==> config.mk <==
export PLATFORM = sky130hd
export DESIGN_NAME = div_share_ctrl
export DESIGN_NICKNAME = d
export VERILOG_FILES = /design/src/rtl/div_share_pkg.sv /design/src/rtl/div_restore_step.sv /design/src/rtl/div_share_ctrl.sv
export SDC_FILE = /design/constraint.sdc
export NUM_CORES = 1
export LEC_CHECK = 0
export CORE_ASPECT_RATIO = 0.6
export CORE_UTILIZATION = 49
export DETAILED_ROUTE_END_ITERATION = 8
export GPL_ROUTABILITY_DRIVEN = 1
export GPL_TIMING_DRIVEN = 1
export MAX_ROUTING_LAYER = met4
export PLACE_DENSITY = 0.78
export SYNTH_ARGS = -nofsm -noshare
export SYNTH_HDL_FRONTEND = slang
export SYNTH_HIERARCHICAL = 1
export SYNTH_SLANG_ARGS = --single-unit
==> constraint.sdc <==
create_clock -name clk -period 2.6 [get_ports clk]
set_input_delay 0.39 -clock clk [delete_from_list [all_inputs] [get_ports clk]]
set_output_delay 0.39 -clock clk [all_outputs]
set_load 0.02 [all_outputs]
==> src/rtl/div_share_pkg.sv <==
// div_share_pkg: shared types and constants for the shared divider controller.
//   state_e   - controller FSM states
//   req_id_t  - requester identifier (two requesters)
//   DIV_W     - default operand width
//   DBZ_FILL  - fill bit for the divide-by-zero quotient (all ones)
package div_share_pkg;

  localparam int DIV_W = 4;

  // Quotient returned on divide-by-zero is every bit set to this value.
  localparam logic DBZ_FILL = 1'b1;

  typedef enum logic [1:0] {
    IDLE = 2'd0,
    RUN  = 2'd1,
    DONE = 2'd2
  } state_e;

  typedef logic req_id_t;

endpackage

==> src/rtl/div_restore_step.sv <==
// div_restore_step: one combinational restoring-division step.
//   i_rem     - partial remainder (W bits)
//   i_quo_msb - dividend bit shifted into the remainder this step
//   i_b       - divisor
//   o_rem     - next partial remainder
//   o_q_bit   - quotient bit produced by this step
//
// The trial value t = {rem, quo_msb} needs W+1 bits, but the partial
// remainder itself is always below the divisor and so always fits in W
// bits; the subtraction is only kept when t >= b, where the true
// difference is also below 2^W, so a W-bit subtract is exact there.
module div_restore_step #(
  parameter int W = 4
) (
  input  logic [W-1:0] i_rem,
  input  logic         i_quo_msb,
  input  logic [W-1:0] i_b,
  output logic [W-1:0] o_rem,
  output logic         o_q_bit
);

  logic [W:0]   w_t;
  logic [W-1:0] w_sub;

  assign w_t     = {i_rem, i_quo_msb};
  assign w_sub   = w_t[W-1:0] - i_b;
  assign o_q_bit = (w_t >= {1'b0, i_b});
  assign o_rem   = o_q_bit ? w_sub : w_t[W-1:0];

endmodule

==> src/rtl/div_share_ctrl.sv <==
// div_share_ctrl: shares one iterative restoring divider between two
// requesters with round-robin arbitration; one quotient bit per clock.
//   clk, reset              - clock, asynchronous active-low reset
//   reqN_valid/a/b/ready    - requester N operation handshake (N = 0,1)
//   res_valid/res_ready     - result handshake
//   res_q, res_r            - quotient, remainder
//   res_id                  - requester that issued the operation
//   res_dbz                 - divisor was zero
//   busy                    - controller is not idle
module div_share_ctrl
  import div_share_pkg::*;
#(
  parameter int W = DIV_W
) (
  input  logic         clk,
  input  logic         reset,
  input  logic         req0_valid,
  input  logic [W-1:0] req0_a,
  input  logic [W-1:0] req0_b,
  output logic         req0_ready,
  input  logic         req1_valid,
  input  logic [W-1:0] req1_a,
  input  logic [W-1:0] req1_b,
  output logic         req1_ready,
  output logic         res_valid,
  input  logic         res_ready,
  output logic [W-1:0] res_q,
  output logic [W-1:0] res_r,
  output logic         res_id,
  output logic         res_dbz,
  output logic         busy
);

  localparam int CW = (W > 1) ? $clog2(W) : 1;

  state_e        r_state, w_state_nxt;
  req_id_t       r_rr_ptr;
  logic [CW-1:0] r_cnt;
  logic [W-1:0]  r_rem;
  logic [W-1:0]  r_quo;
  logic [W-1:0]  r_b;
  logic [W-1:0]  r_res_q;
  logic [W-1:0]  r_res_r;
  req_id_t       r_res_id;
  logic          r_res_dbz;

  req_id_t       w_grant;
  logic          w_acc;
  logic [W-1:0]  w_a;
  logic [W-1:0]  w_b;
  logic          w_last;
  logic [W-1:0]  w_step_rem;
  logic          w_q_bit;

  // Round-robin only matters when both ask; a lone requester always wins.
  assign w_grant = (req0_valid && req1_valid) ? r_rr_ptr : req_id_t'(req1_valid);
  assign w_acc   = (req0_valid && req0_ready) || (req1_valid && req1_ready);
  assign w_a     = w_grant ? req1_a : req0_a;
  assign w_b     = w_grant ? req1_b : req0_b;
  assign w_last  = (r_cnt == CW'(W - 1));

  div_restore_step #(.W(W)) u_step (
    .i_rem     (r_rem),
    .i_quo_msb (r_quo[W-1]),
    .i_b       (r_b),
    .o_rem     (w_step_rem),
    .o_q_bit   (w_q_bit)
  );

  // State register
  always_ff @(posedge clk or negedge reset) begin
    if (!reset) r_state <= IDLE;
    else        r_state <= w_state_nxt;
  end

  // Next-state logic
  always_comb begin
    w_state_nxt = r_state;
    case (r_state)
      IDLE: if (w_acc) w_state_nxt = (w_b == '0) ? DONE : RUN;
      RUN:  if (w_last) w_state_nxt = DONE;
      DONE: if (res_ready) w_state_nxt = IDLE;
      default: w_state_nxt = IDLE;
    endcase
  end

  // Outputs: decoded from state; ready additionally qualified by valid and
  // held low while reset is asserted.
  always_comb begin
    busy       = (r_state != IDLE);
    res_valid  = (r_state == DONE);
    req0_ready = reset && (r_state == IDLE) && req0_valid && (w_grant == 1'b0);
    req1_ready = reset && (r_state == IDLE) && req1_valid && (w_grant == 1'b1);
  end

  // Datapath and result registers
  always_ff @(posedge clk or negedge reset) begin
    if (!reset) begin
      r_rr_ptr  <= 1'b0;
      r_cnt     <= '0;
      r_rem     <= '0;
      r_quo     <= '0;
      r_b       <= '0;
      r_res_q   <= '0;
      r_res_r   <= '0;
      r_res_id  <= 1'b0;
      r_res_dbz <= 1'b0;
    end else begin
      case (r_state)
        IDLE: begin
          if (w_acc) begin
            r_rr_ptr <= ~w_grant;
            r_res_id <= w_grant;
            r_b      <= w_b;
            r_quo    <= w_a;
            r_rem    <= '0;
            r_cnt    <= '0;
            if (w_b == '0) begin
              r_res_q   <= {W{DBZ_FILL}};
              r_res_r   <= w_a;
              r_res_dbz <= 1'b1;
            end else begin
              r_res_dbz <= 1'b0;
            end
          end
        end
        RUN: begin
          r_rem <= w_step_rem;
          r_quo <= {r_quo[W-2:0], w_q_bit};
          r_cnt <= r_cnt + 1'b1;
          // Capture the finished result on the final step so DONE holds it.
          if (w_last) begin
            r_res_q <= {r_quo[W-2:0], w_q_bit};
            r_res_r <= w_step_rem;
          end
        end
        default: ;
      endcase
    end
  end

  assign res_q   = r_res_q;
  assign res_r   = r_res_r;
  assign res_id  = r_res_id;
  assign res_dbz = r_res_dbz;

endmodule

==> metrics <==
result of the run complete, no violations; total routing resource utilization after global routing 0.253; Ant. Diodes 0; Max Clk Rate 411 MHz; Static Leak 0.000879 uW; clock network fraction of design power 0.090; worst endpoint required time 2.21 ns; most frequent cells in the layout clkdlybuf4s50_1, dfrtp_1, nand2_1, o21ai_0, nor2_1; CTS tree yes; clock tree buffer depth 2; global-route wire length before repair 6400 microns; setup_tns 0 ns; Power Dens Cells 1280 nW/um^2; proportion of power drawn by combinational gates 0.610; IO Port Bufs 34; count of final max-slew check failures 0; initial antenna violation count 0; sequential power share 0.300; setup-violating endpoint count in the final report 0; Critical Path Fanout Max 6; number of antenna-violating nets in the routed design 0; Worst-Skew Late Latency 0.28 ns; total clock buffers created by CTS 3; half-perimeter wire length after placement 3120 microns; standard cell core area 3000 sq um; part of the cycle the worst path needs 0.936; main flop type after synthesis dfrtp_1; most common cell after layout, fill and taps aside clkdlybuf4s50_1; area enclosed by the die boundary 3530 sq um; RSZ-0062 raised after global routing no; switching power of the nets 1180 uW; async set-reset flop share out of synthesis 1.00; final instance count without filler cells 250; Critical Path Start Type primary input; # H-tree levels 1; global-route congestion overflow total 0; sequential share of the synthesized area 0.419; final critical path time including I/O delays and setup 2.43 ns; total number of vias 1422; y dimension of the die 46.4 microns; internal power summed over all cells 1450 uW; kind of critical path in -> out; width of the die 76.1 microns; quantity of hold-fixing buffers added after cts 0; Core Rows 15; Post-CTS Setup Bufs 0; Avg WL per Cell 15.7 microns; Final Hold Viols 0; GP Congestion 0.922; distinct cell type count after synthesis 41; sink count of the clock tree 27; path class of the lowest-slack min-delay path in -> async; post-route clock skew 0.00353 ns; Synth Net Count 198; Mapped Cells 171; ratio of cells with drive above 1 in the final layout 0.144; clock transition time at the flip-flop clock pins of the worst setup and hold paths 0.09 ns; vias per std cell 5.69; post-CTS resize count 0; Cells after DPL 246; area added between synthesis and finish 27.2%; DRT iter0 DRCs 113; number of global-route vias before repair 1339; arrival time reported for the critical path endpoint 2.04 ns; switching portion of total power 0.448; sort of element at the end of the critical path primary output; warnings from Yosys 6; EDFF count, synth 0; number of flip-flops and latches in the synthesized netlist 27; clock tree root buffer cell clkbuf_8; synthesized area 1610 sq um; remaining design rule violation count 0; net count of the finished layout 236; mean post-synth cell area 9.43 sq um; initial cell density of the core 0.537; worst-case vdd ir drop 0.653 mV; Relative slew margins 0.639; Final Routed Wirelength 3920 microns; pin count of the biggest net entering global routing 22; I/O pin count 35; Fill cells 247; slew of the pin with the lowest slew margin 0.541 ns; TritonRoute pass-1 iters 4; max capacitance violation total 0
synth_stat cells (2+ instances only):
master / number / area (sq um)
dfrtp_1: 27 / 676
nand2_1: 21 / 78.8
o21ai_0: 19 / 95.1
nor2_1: 14 / 52.6
inv_1: 10 / 37.5
a211oi_1: 8 / 60.1
mux2i_1: 6 / 60.1
and3_1: 5 / 31.3
ha_1: 5 / 62.6
nor4_1: 5 / 31.3
clkbuf_1: 4 / 15.0
mux2_2: 4 / 45.0
nand3_1: 4 / 20.0
o22a_2: 4 / 40.0
nand2b_1: 3 / 18.8
nor3_1: 3 / 15.0
a21oi_1: 2 / 10.0
clkbuf_8: 2 / 27.5
nor2b_1: 2 / 12.5
o21a_1: 2 / 15.0
metal layers:
metal  routed length (microns)  part of all wire  up-vias  track usage
li1                          -                 -      680            -
met3                       244             0.062        4       0.0475
met2                      1720              0.44       51        0.396
met1                      1910              0.49      687        0.339
met4                        45             0.011        0       0.0808
met5                         0                 0        -            -
through the flow:
stage | worst slack, ns | hold slack [ns] | total power, uW | cell area, sq um | util
5_1_grt | 0.108 | 0.366 | 2830 | 2050 | 0.683
3_3_place_gp | 0.220 | 0.459 | 2320 | 2010 | 0.668
3_5_place_dp | 0.176 | 0.481 | 2380 | 2010 | 0.668
2_1_floorplan | 0.696 | 0.0944 | 1890 | 1610 | -
4_1_cts | 0.181 | 0.356 | 2630 | 2050 | 0.683
6_report | 0.166 | 0.367 | 2630 | 2050 | 0.683
final cells by class:
class                      instances  area, sq um  share of cell area
sequential                        27          676               0.329
tap                               42         52.6              0.0256
clock buffer                       3         41.3              0.0201
multi-input combinational        126          847               0.413
inverter                          10         37.5              0.0183
timing repair buffer              41          393               0.191
clock inverter                     1         5.00             0.00244
kinds of logic after synthesis:
family          count (synthesis)  share of synthesized area
simple gates                   65                      0.203
compound gates                 43                      0.191
flops                          27                      0.419
buf+inv                        18                     0.0559
mux                            11                     0.0745
fa+ha+maj                       6                     0.0512
xor+xnor                        1                    0.00543
critical path, stage by stage:
cell	delay (ns)
clkdlybuf4s50_1	0.49
and2b_4	0.23
nor2_1	0.12
and3_1	0.20
clkdlybuf4s50_1	0.61
path summary, 6_finish.rpt:
kind | start | end | slack [ns] | depth (start not counted)
worst max-delay path | req0_valid | req1_ready | 0.17 | 5
worst min-delay path | reset | r_rr_ptr$_DFFE_PN0P_ | 0.37 | 1
worst max register to register | r_rem[1]$_DFFE_PN0P_ | res_r[0]$_DFFE_PN0P_ | 0.43 | 8
max in group asynchronous | reset | r_b[0]$_DFFE_PN0P_ | 1.66 | 2
worst min register to register | res_dbz$_DFFE_PN0P_ | res_dbz$_DFFE_PN0P_ | 0.50 | 1
min in group clk | res_dbz$_DFFE_PN0P_ | res_dbz$_DFFE_PN0P_ | 0.50 | 1
power by group through the flow:
stage / combinational [uW] / sequential (uW) / clock, uW
floorplan: 1070 / 819 / 0
global placement: 1540 / 783 / 0
detailed placement: 1590 / 793 / 0
CTS: 1600 / 786 / 244
global route: 1750 / 821 / 259
finish: 1600 / 789 / 237
state kept, by name, indices dropped and copies added (netlist names):
register and count:
res_dbz 1, r_rem 4, r_rr_ptr 1, res_q 4, r_cnt 2, res_id 1
res_r 4, r_state 2, r_b 4, r_quo 4
Note: power is estimated with default switching activity, not from simulation.
